===== src/rtl/tl_master_socket.sv =====
// Per-master TileLink-UL socket: buffered A/D paths, outstanding limit, post-issue idle gap.
// Optional build macro TL_SOCKET_CHK_EN enables A-head legality checks with local error responses.

module tl_socket_fifo #(
  parameter int WIDTH = 8,
  parameter int DEPTH = 2
) (
  input  logic             clk,
  input  logic             reset,
  input  logic             wr_valid,
  input  logic [WIDTH-1:0] wr_data,
  input  logic             rd_ready,
  output logic             full,
  output logic             not_empty,
  output logic [WIDTH-1:0] rd_data
);
  localparam int PW = $clog2(DEPTH);
  localparam int CW = $clog2(DEPTH + 1);

  logic [WIDTH-1:0] mem [DEPTH];
  logic [PW-1:0]    wr_ptr;
  logic [PW-1:0]    rd_ptr;
  logic [CW-1:0]    count;
  logic             wr_en;
  logic             rd_en;

  // Full is taken from the registered count, so a write while full is refused even if a read happens.
  assign full      = (count == CW'(DEPTH));
  assign not_empty = (count != '0);
  assign wr_en     = wr_valid && !full;
  assign rd_en     = rd_ready && not_empty;
  assign rd_data   = mem[rd_ptr];

  always_ff @(posedge clk) begin
    if (wr_en) begin
      mem[wr_ptr] <= wr_data;
    end
  end

  always_ff @(posedge clk) begin
    if (reset) begin
      wr_ptr <= '0;
      rd_ptr <= '0;
      count  <= '0;
    end else begin
      if (wr_en) begin
        wr_ptr <= (wr_ptr == PW'(DEPTH - 1)) ? '0 : wr_ptr + 1'b1;
      end
      if (rd_en) begin
        rd_ptr <= (rd_ptr == PW'(DEPTH - 1)) ? '0 : rd_ptr + 1'b1;
      end
      case ({wr_en, rd_en})
        2'b10:   count <= count + 1'b1;
        2'b01:   count <= count - 1'b1;
        default: count <= count;
      endcase
    end
  end
endmodule

module tl_master_socket #(
  parameter int ADDR_WIDTH      = 32,
  parameter int DATA_WIDTH      = 32,
  parameter int MASK_WIDTH      = DATA_WIDTH / 8,
  parameter int SIZE_WIDTH      = 3,
  parameter int SRC_WIDTH       = 2,
  parameter int SINK_WIDTH      = 1,
  parameter int OPCODE_WIDTH    = 3,
  parameter int PARAM_WIDTH     = 3,
  parameter int MASTER_ID       = 0,
  parameter int A_DEPTH         = 2,
  parameter int D_DEPTH         = 2,
  parameter int MAX_OUTSTANDING = 2
) (
  input  logic                                 clk,
  input  logic                                 reset,
  input  logic                                 h_a_valid,
  output logic                                 h_a_ready,
  input  logic [OPCODE_WIDTH-1:0]              h_a_opcode,
  input  logic [PARAM_WIDTH-1:0]               h_a_param,
  input  logic [SIZE_WIDTH-1:0]                h_a_size,
  input  logic [ADDR_WIDTH-1:0]                h_a_address,
  input  logic [MASK_WIDTH-1:0]                h_a_mask,
  input  logic [DATA_WIDTH-1:0]                h_a_data,
  output logic                                 x_a_valid,
  input  logic                                 x_a_ready,
  output logic [OPCODE_WIDTH-1:0]              x_a_opcode,
  output logic [PARAM_WIDTH-1:0]               x_a_param,
  output logic [SIZE_WIDTH-1:0]                x_a_size,
  output logic [SRC_WIDTH-1:0]                 x_a_source,
  output logic [ADDR_WIDTH-1:0]                x_a_address,
  output logic [MASK_WIDTH-1:0]                x_a_mask,
  output logic [DATA_WIDTH-1:0]                x_a_data,
  input  logic                                 x_d_valid,
  output logic                                 x_d_ready,
  input  logic [OPCODE_WIDTH-1:0]              x_d_opcode,
  input  logic [PARAM_WIDTH-1:0]               x_d_param,
  input  logic [SIZE_WIDTH-1:0]                x_d_size,
  input  logic [SRC_WIDTH-1:0]                 x_d_source,
  input  logic [SINK_WIDTH-1:0]                x_d_sink,
  input  logic [DATA_WIDTH-1:0]                x_d_data,
  input  logic                                 x_d_error,
  output logic                                 h_d_valid,
  input  logic                                 h_d_ready,
  output logic [OPCODE_WIDTH-1:0]              h_d_opcode,
  output logic [PARAM_WIDTH-1:0]               h_d_param,
  output logic [SIZE_WIDTH-1:0]                h_d_size,
  output logic [SRC_WIDTH-1:0]                 h_d_source,
  output logic [SINK_WIDTH-1:0]                h_d_sink,
  output logic [DATA_WIDTH-1:0]                h_d_data,
  output logic                                 h_d_error,
  output logic [$clog2(MAX_OUTSTANDING+1)-1:0] outstanding
);
  localparam int AW = OPCODE_WIDTH + PARAM_WIDTH + SIZE_WIDTH + ADDR_WIDTH + MASK_WIDTH + DATA_WIDTH;
  localparam int DW = OPCODE_WIDTH + PARAM_WIDTH + SIZE_WIDTH + SRC_WIDTH + SINK_WIDTH + DATA_WIDTH + 1;
  localparam int OW = $clog2(MAX_OUTSTANDING + 1);
  localparam logic [OW-1:0] MAX_OUT = OW'(MAX_OUTSTANDING);

  logic          a_full, a_not_empty, a_pop, a_wr;
  logic [AW-1:0] a_head;
  logic          d_full, d_not_empty, d_wr, d_pop;
  logic [DW-1:0] d_wdata, d_head;
  logic          x_d_wr;
  logic          x_a_hs, h_d_hs;
  logic          head_ok;
  logic          local_pop;
  logic          gap;

  assign h_a_ready = !reset && !a_full;
  assign a_wr      = h_a_valid && h_a_ready;
  assign x_a_hs    = x_a_valid && x_a_ready;
  assign a_pop     = x_a_hs || local_pop;

  tl_socket_fifo #(.WIDTH(AW), .DEPTH(A_DEPTH)) u_a_fifo (
    .clk       (clk),
    .reset     (reset),
    .wr_valid  (a_wr),
    .wr_data   ({h_a_opcode, h_a_param, h_a_size, h_a_address, h_a_mask, h_a_data}),
    .rd_ready  (a_pop),
    .full      (a_full),
    .not_empty (a_not_empty),
    .rd_data   (a_head)
  );

  assign {x_a_opcode, x_a_param, x_a_size, x_a_address, x_a_mask, x_a_data} = a_head;
  assign x_a_source = SRC_WIDTH'(MASTER_ID);
  assign x_a_valid  = !reset && a_not_empty && head_ok && (outstanding < MAX_OUT) && !gap;

  assign x_d_ready = !reset && !d_full;
  assign x_d_wr    = x_d_valid && x_d_ready;
  assign h_d_hs    = h_d_valid && h_d_ready;
  assign d_pop     = h_d_hs;
  assign d_wr      = x_d_wr || local_pop;

`ifdef TL_SOCKET_CHK_EN
  localparam int LG_BYTES = $clog2(MASK_WIDTH);

  function automatic logic head_legal(input logic [OPCODE_WIDTH-1:0] op,
                                      input logic [SIZE_WIDTH-1:0]   sz,
                                      input logic [ADDR_WIDTH-1:0]   addr);
    logic ok;
    ok = (op == OPCODE_WIDTH'(0)) || (op == OPCODE_WIDTH'(1)) || (op == OPCODE_WIDTH'(4));
    if (sz > SIZE_WIDTH'(LG_BYTES)) begin
      ok = 1'b0;
    end
    for (int i = 0; i < ADDR_WIDTH; i++) begin
      if ((i < int'(sz)) && addr[i]) begin
        ok = 1'b0;
      end
    end
    return ok;
  endfunction

  logic [OPCODE_WIDTH-1:0] local_opcode;

  assign head_ok      = head_legal(x_a_opcode, x_a_size, x_a_address);
  // Crossbar responses win the D FIFO write port; the local error response waits for a free slot.
  assign local_pop    = !reset && a_not_empty && !head_ok && !x_d_wr && !d_full;
  assign local_opcode = (x_a_opcode == OPCODE_WIDTH'(4)) ? OPCODE_WIDTH'(1) : OPCODE_WIDTH'(0);
  assign d_wdata      = x_d_wr ? {x_d_opcode, x_d_param, x_d_size, x_d_source, x_d_sink, x_d_data, x_d_error}
                               : {local_opcode, x_a_param, x_a_size, SRC_WIDTH'(MASTER_ID),
                                  {SINK_WIDTH{1'b0}}, {DATA_WIDTH{1'b0}}, 1'b1};
`else
  assign head_ok   = 1'b1;
  assign local_pop = 1'b0;
  assign d_wdata   = {x_d_opcode, x_d_param, x_d_size, x_d_source, x_d_sink, x_d_data, x_d_error};
`endif

  tl_socket_fifo #(.WIDTH(DW), .DEPTH(D_DEPTH)) u_d_fifo (
    .clk       (clk),
    .reset     (reset),
    .wr_valid  (d_wr),
    .wr_data   (d_wdata),
    .rd_ready  (d_pop),
    .full      (d_full),
    .not_empty (d_not_empty),
    .rd_data   (d_head)
  );

  assign {h_d_opcode, h_d_param, h_d_size, h_d_source, h_d_sink, h_d_data, h_d_error} = d_head;
  assign h_d_valid = !reset && d_not_empty;

  // Gap drops x_a_valid for one cycle after each issue so the crossbar arbiter sees a falling edge.
  always_ff @(posedge clk) begin
    if (reset) begin
      gap         <= 1'b0;
      outstanding <= '0;
    end else begin
      gap <= x_a_hs;
      case ({x_a_hs, h_d_hs && (outstanding != '0)})
        2'b10:   outstanding <= outstanding + 1'b1;
        2'b01:   outstanding <= outstanding - 1'b1;
        default: outstanding <= outstanding;
      endcase
    end
  end
endmodule


===== config.mk =====
export PLATFORM = sky130hd
export DESIGN_NAME = tl_master_socket
export DESIGN_NICKNAME = d
export VERILOG_FILES = /design/src/rtl/tl_master_socket.sv
export SDC_FILE = /design/constraint.sdc
export NUM_CORES = 1
export LEC_CHECK = 0
export ABC_AREA = 1
export BUFFER_PORTS_ARGS = -buffer_cell sky130_fd_sc_hd__buf_2
export CAP_MARGIN = 15
export CORE_UTILIZATION = 40
export DETAILED_ROUTE_END_ITERATION = 10
export HOLD_SLACK_MARGIN = 0.05
export SLEW_MARGIN = 20
export SYNTH_ARGS = -nofsm -noshare
export SYNTH_HDL_FRONTEND = slang
export SYNTH_HIERARCHICAL = 1
export SYNTH_SLANG_ARGS = --single-unit
export TNS_END_PERCENT = 50

===== constraint.sdc =====
create_clock -name clk -period 11.4 [get_ports clk]
set_input_delay 0.57 -clock clk [delete_from_list [all_inputs] [get_ports clk]]
set_output_delay 0.57 -clock clk [all_outputs]
set_load 0.02 [all_outputs]

== Word level (Yosys, flattened, before mapping) ==
Memory sizes are Yosys's and may differ from the RTL's. A register that Yosys moved wholly into a read port is not among the register bits.
Cells that the tools add are included.
Cells by class
  $add $sub $neg: 10
  $mul: 0
  div/mod/pow operators: 0
  magnitude comparators: 1
  eq/ne operators: 8
  shifts and indexed selects: 0
  mux-type cells: 15
  bitwise logic cells: 0
  reduce and logical (&&, ||, !) cells: 25
Operators by type and width (number)
  $logic_and 1x1->1: 15
  $mux 1: 12
  $pmux 2 s2: 3
  $reduce_bool 2->1: 6
  $eq 2x2->1 const B: 5
  $add 2x1->2 const B: 3
  $eq 2x1->1 const B: 3
  $sub 2x1->2 const B: 3
  $add 1x1->1 const B: 4
  $logic_not 1->1: 4
  $lt 2x2->1 const B: 1
Word-level totals
  flip-flop bits (word level): 11
  latch bits: 0
  memory bits (writable): 244
  memory bits (read-only): 0
  input bits: 128
  output and inout port bits: 130
  memories kept: 2
Memory list
  u_a_fifo.mem: words 2, bits a word 77, rd ports 1, clocked after memory_dff 1, wr ports 1, RTL line 20  | logic [WIDTH-1:0] mem [DEPTH];
  u_d_fifo.mem: words 2, bits a word 45, rd ports 1, clocked after memory_dff 1, wr ports 1, RTL line 20

== Depth between registers and ports, before layout ==
  word-level depth: 8
  depth in mapped cells: 14
  mapped depth without buffers: 14

== Cells and area by module ==
The synthesis kept the hierarchy.
By module, submodules not included
  tl_socket_fifo (u_a_fifo): times used 1, cells each 280, area each 5938.2 sq um
  tl_socket_fifo (u_d_fifo): times used 1, cells each 180, area each 3697.3 sq um
  tl_master_socket: times used 1, cells each 38, area each 232.7 sq um

== Worst setup path after synthesis ==
No wires, ideal clock.
  path type: input to register
  from: in reset
  to: mem u_a_fifo/mem[0][0] (netlist bit), enable pin
  setup time: 0.513 ns
  data arrival time: 4.239 ns
  required time: 10.887 ns
  slack: 6.648 ns
  stages: 5
  path buffers: 0
  cell sequence: nor3b_1 > inv_1 > nor2_1 > inv_1 > nor2_1
On the way
  longest elaborated chain between the ends: 6
RTL lines
  start: declaration: RTL line 76  | input logic reset,
  $logic_not 1->1: RTL line 129  | assign h_a_ready = !reset && !a_full;
  $logic_and 1x1->1: RTL line 129
  $logic_and 1x1->1: RTL line 130  | assign a_wr = h_a_valid && h_a_ready;
  $logic_and 1x1->1: RTL line 30  | assign wr_en = wr_valid && !full;
  $mux 1: RTL line 35  | if (wr_en) begin
  $mux 1 (not written as such): RTL line 36  | mem[wr_ptr] <= wr_data;
  end: declaration: RTL line 20
Every way passes these cells.

==> flow_summary.yaml <==
clock_network:
  cts_tree: "yes"
  insertion_delay_ns: 0.52
  clk_pin_slew_ns: 0.06
  htree_levels: 1
  ctsResizeCount: 0
  cts_buffer_depth: 3
  cts.sinks: 257
  cts.hold.buffers_added: 0
  cts_root_buffer: "clkbuf_16"
  postCtsSetupRepairBufs: 0
  cts_buffers: 27
logic_synthesis:
  ys_ff_latch: 257
  synth_top_flop_cell: "edfxtp_1"
  syn_area_per_cell_sq_um: 19.8
  netlist_area_sq_mm: 0.00987
  synthTopCellsByArea: "edfxtp_1 (74%), mux2_4 (11%), mux2_2 (5.9%), dfxtp_1 (2.6%), nor2_1 (1.2%)"
  async_flop_share_pct: 0
  yosys.area.top_type: "edfxtp_1"
  synth_seq_area_share_pct: 76.9
  yosys_warnings: 6
  synth_cells: 498
  yosysTopAreaCellShare_pct: 74.2
  synth.distinct_cells: 22
  synth_edf_count: 244
power_and_ir_drop:
  p_leak_nw: 4.75
  peakVddDrop_mv: 0.120
  power_per_cell_area_mw_per_mm2: 165
die:
  die_w_microns: 159
  initial_core_util_pct: 40.7
  die_h_microns: 159
  floorplan.rows: 57
  coreArea_sq_mm: 0.0242
  num_io_pins: 258
  die_area_sq_mm: 0.0253
timing:
  slew_violations: 0
  finalCritPeriodShare_pct: 26.7
  fmax_mhz: 329
  relSlewSlack_pct: 33.0
  rsz0062_at_grt: "false"
  tns_ns: 0
  setup_violations: 0
  hold_viol_final: 0
  worstMarginPinSlew_ns: 1.00
  finClkSkew_ns: 0.00710
  period_minus_slack_ns: 3.04
global_routing:
  grt_usage_pct: 14.6
  grt_pass1_vias: 5480
  grt_max_degree: 78
  antenna_found_initial: 4
  grt-ovfl-total: 0
  grt_pass1_wl_microns: 28900
setup_path:
  rr_worst_depth: 7
  r2r_start: "u_d_fifo/count[1]"
  worstSetupPathType: "register to primary output"
  setup.worst_path.end_class: "primary output"
  crit_end: "x_a_data[3]"
  start_kind: "register"
  crit_arrival_ns: 2.47
  crit_required_ns: 10.83
  ff2ff_setup_slack_ns: 9.22
  crit_fanout: 63
  r2r-end: "u_d_fifo/mem[1][36]"
cells_and_area:
  drive_above_1_share_pct: 54.9
  mostFrequentLayoutCell: "buf_2"
  area_delta_synth_final_pct: 24.4
  nets: 905
  final_area_sq_mm: 0.0123
  num-fill-cells: 2041
  multi_input_area_sq_mm: 0.00199
  ff_latch_area_sq_mm: 0.00759
  final_cell_mix: "buf_2 (255), edfxtp_1 (244), mux2_4 (70)"
run:
  maxCapViolCount: 0
route:
  drtAntennaViolNets: 0
  drt_iter0_drc: 209
  drc: 0
  firstDrtPassIters: 4
  vias_per_cell: 4.62
  post_drt_wl_per_cell_microns: 16.9
  wl_microns: 18900
  vias: 5174
placement:
  gp_congestion: 0.748
  hpwlAfterDp_microns: 12600
  dpl_cell_area_sq_mm: 0.0114
  io_buffers: 255
hold_path:
  min_path_type: "primary input to register"
run_status:
  status: "complete, no violations"
-- cells in the mapped netlist (4+ instances only) --
library cell	instances
a21oi_1	4
buf_12	4
buf_2	4
dfxtp_1	13
edfxtp_1	244
inv_1	26
inv_2	4
mux2_2	52
mux2_4	70
nand2_1	21
nor2_1	31
o21ai_0	5
-- area by class of cell --
class	instances	share of cell area [%]
diodes	2	0.0408
clock buffers	31	5.63
clock inverters	17	0.887
inverters	30	0.927
multi-input cells	196	16.2
flip-flops and latches	257	61.8
well taps	324	3.30
repair buffers	262	11.1
-- how the worst min path moves through the flow --
stage	start	to	slack [ns]	cells after the start
floorplan	u_a_fifo/rd_ptr	register	0.47	2
global placement	u_d_fifo/rd_ptr	u_d_fifo/rd_ptr	0.48	2
detailed placement	u_a_fifo/rd_ptr	register	0.50	2
CTS	x_d_data[6]	u_d_fifo/mem[0][7]	0.21	1
global route	h_a_data[29]	u_a_fifo/mem[0][29]	0.21	1
finish	x_d_data[6]	u_d_fifo/mem[1][7]	0.24	1
-- metal layers --
| metal | up-vias | global-route usage, % | wire length, microns |
|---|---|---|---|
| li1 | 2430 | - | - |
| met1 | 2490 | 17.1 | 7450 |
| met2 | 214 | 24.1 | 8970 |
| met3 | 36 | 6.51 | 2060 |
| met4 | 4 | 4.33 | 388 |
| met5 | - | 0 | 21 |
-- cells by family (layout without fill, tap and decap cells) --
family | Yosys count | count (layout) | synth area share, %
adders and majority gates | 3 | 3 | 0.380
AOI/OAI and AO/OA | 9 | 9 | 0.456
and+or+nand+nor | 60 | 60 | 2.55
other | 1 | 4 | 0.0380
DFF | 257 | 257 | 76.9
buffers and inverters | 46 | 340 | 3.11
muxes | 122 | 122 | 16.6
-- critical path: stages (launching register included) --
cell	delay, ns
dfxtp_4	0.50
buf_4	0.79
mux2_2	0.43
buf_2	0.16
-- power by group --
part           leakage, nW  internal, W  total [W]  switching (W)
Combinational         2.01    0.0000655   0.000157      0.0000916
Sequential            2.34      0.00107    0.00108     0.00000938
Clock                0.395     0.000454   0.000791       0.000337
Total                 4.75      0.00159    0.00203       0.000438
-- sequential cells by signal (all words and copies together) (netlist names), named ones only --
name / cells
u_d_fifo/wr_ptr: 1
u_a_fifo/mem: 154
gap: 1
u_a_fifo/count: 2
outstanding: 2
u_d_fifo/count: 2
u_a_fifo/wr_ptr: 1
u_d_fifo/mem: 90
u_a_fifo/rd_ptr: 1
u_d_fifo/rd_ptr: 1
-- stage by stage --
step                      setup WS, ns  std cells  power [W]  util [%]  hold WS [ns]
after global placement            8.81       1067    0.00125      47.1         0.479
after detailed placement          8.74       1067    0.00126      47.1         0.496
after CTS                         8.29       1115    0.00206      50.4         0.206
after global routing              8.20       1117    0.00211      50.6         0.207
final                             8.36       1119    0.00203      50.6         0.238
after floorplan                   6.65        499    0.00120         -         0.465
Note: power is estimated with default switching activity, not from simulation.
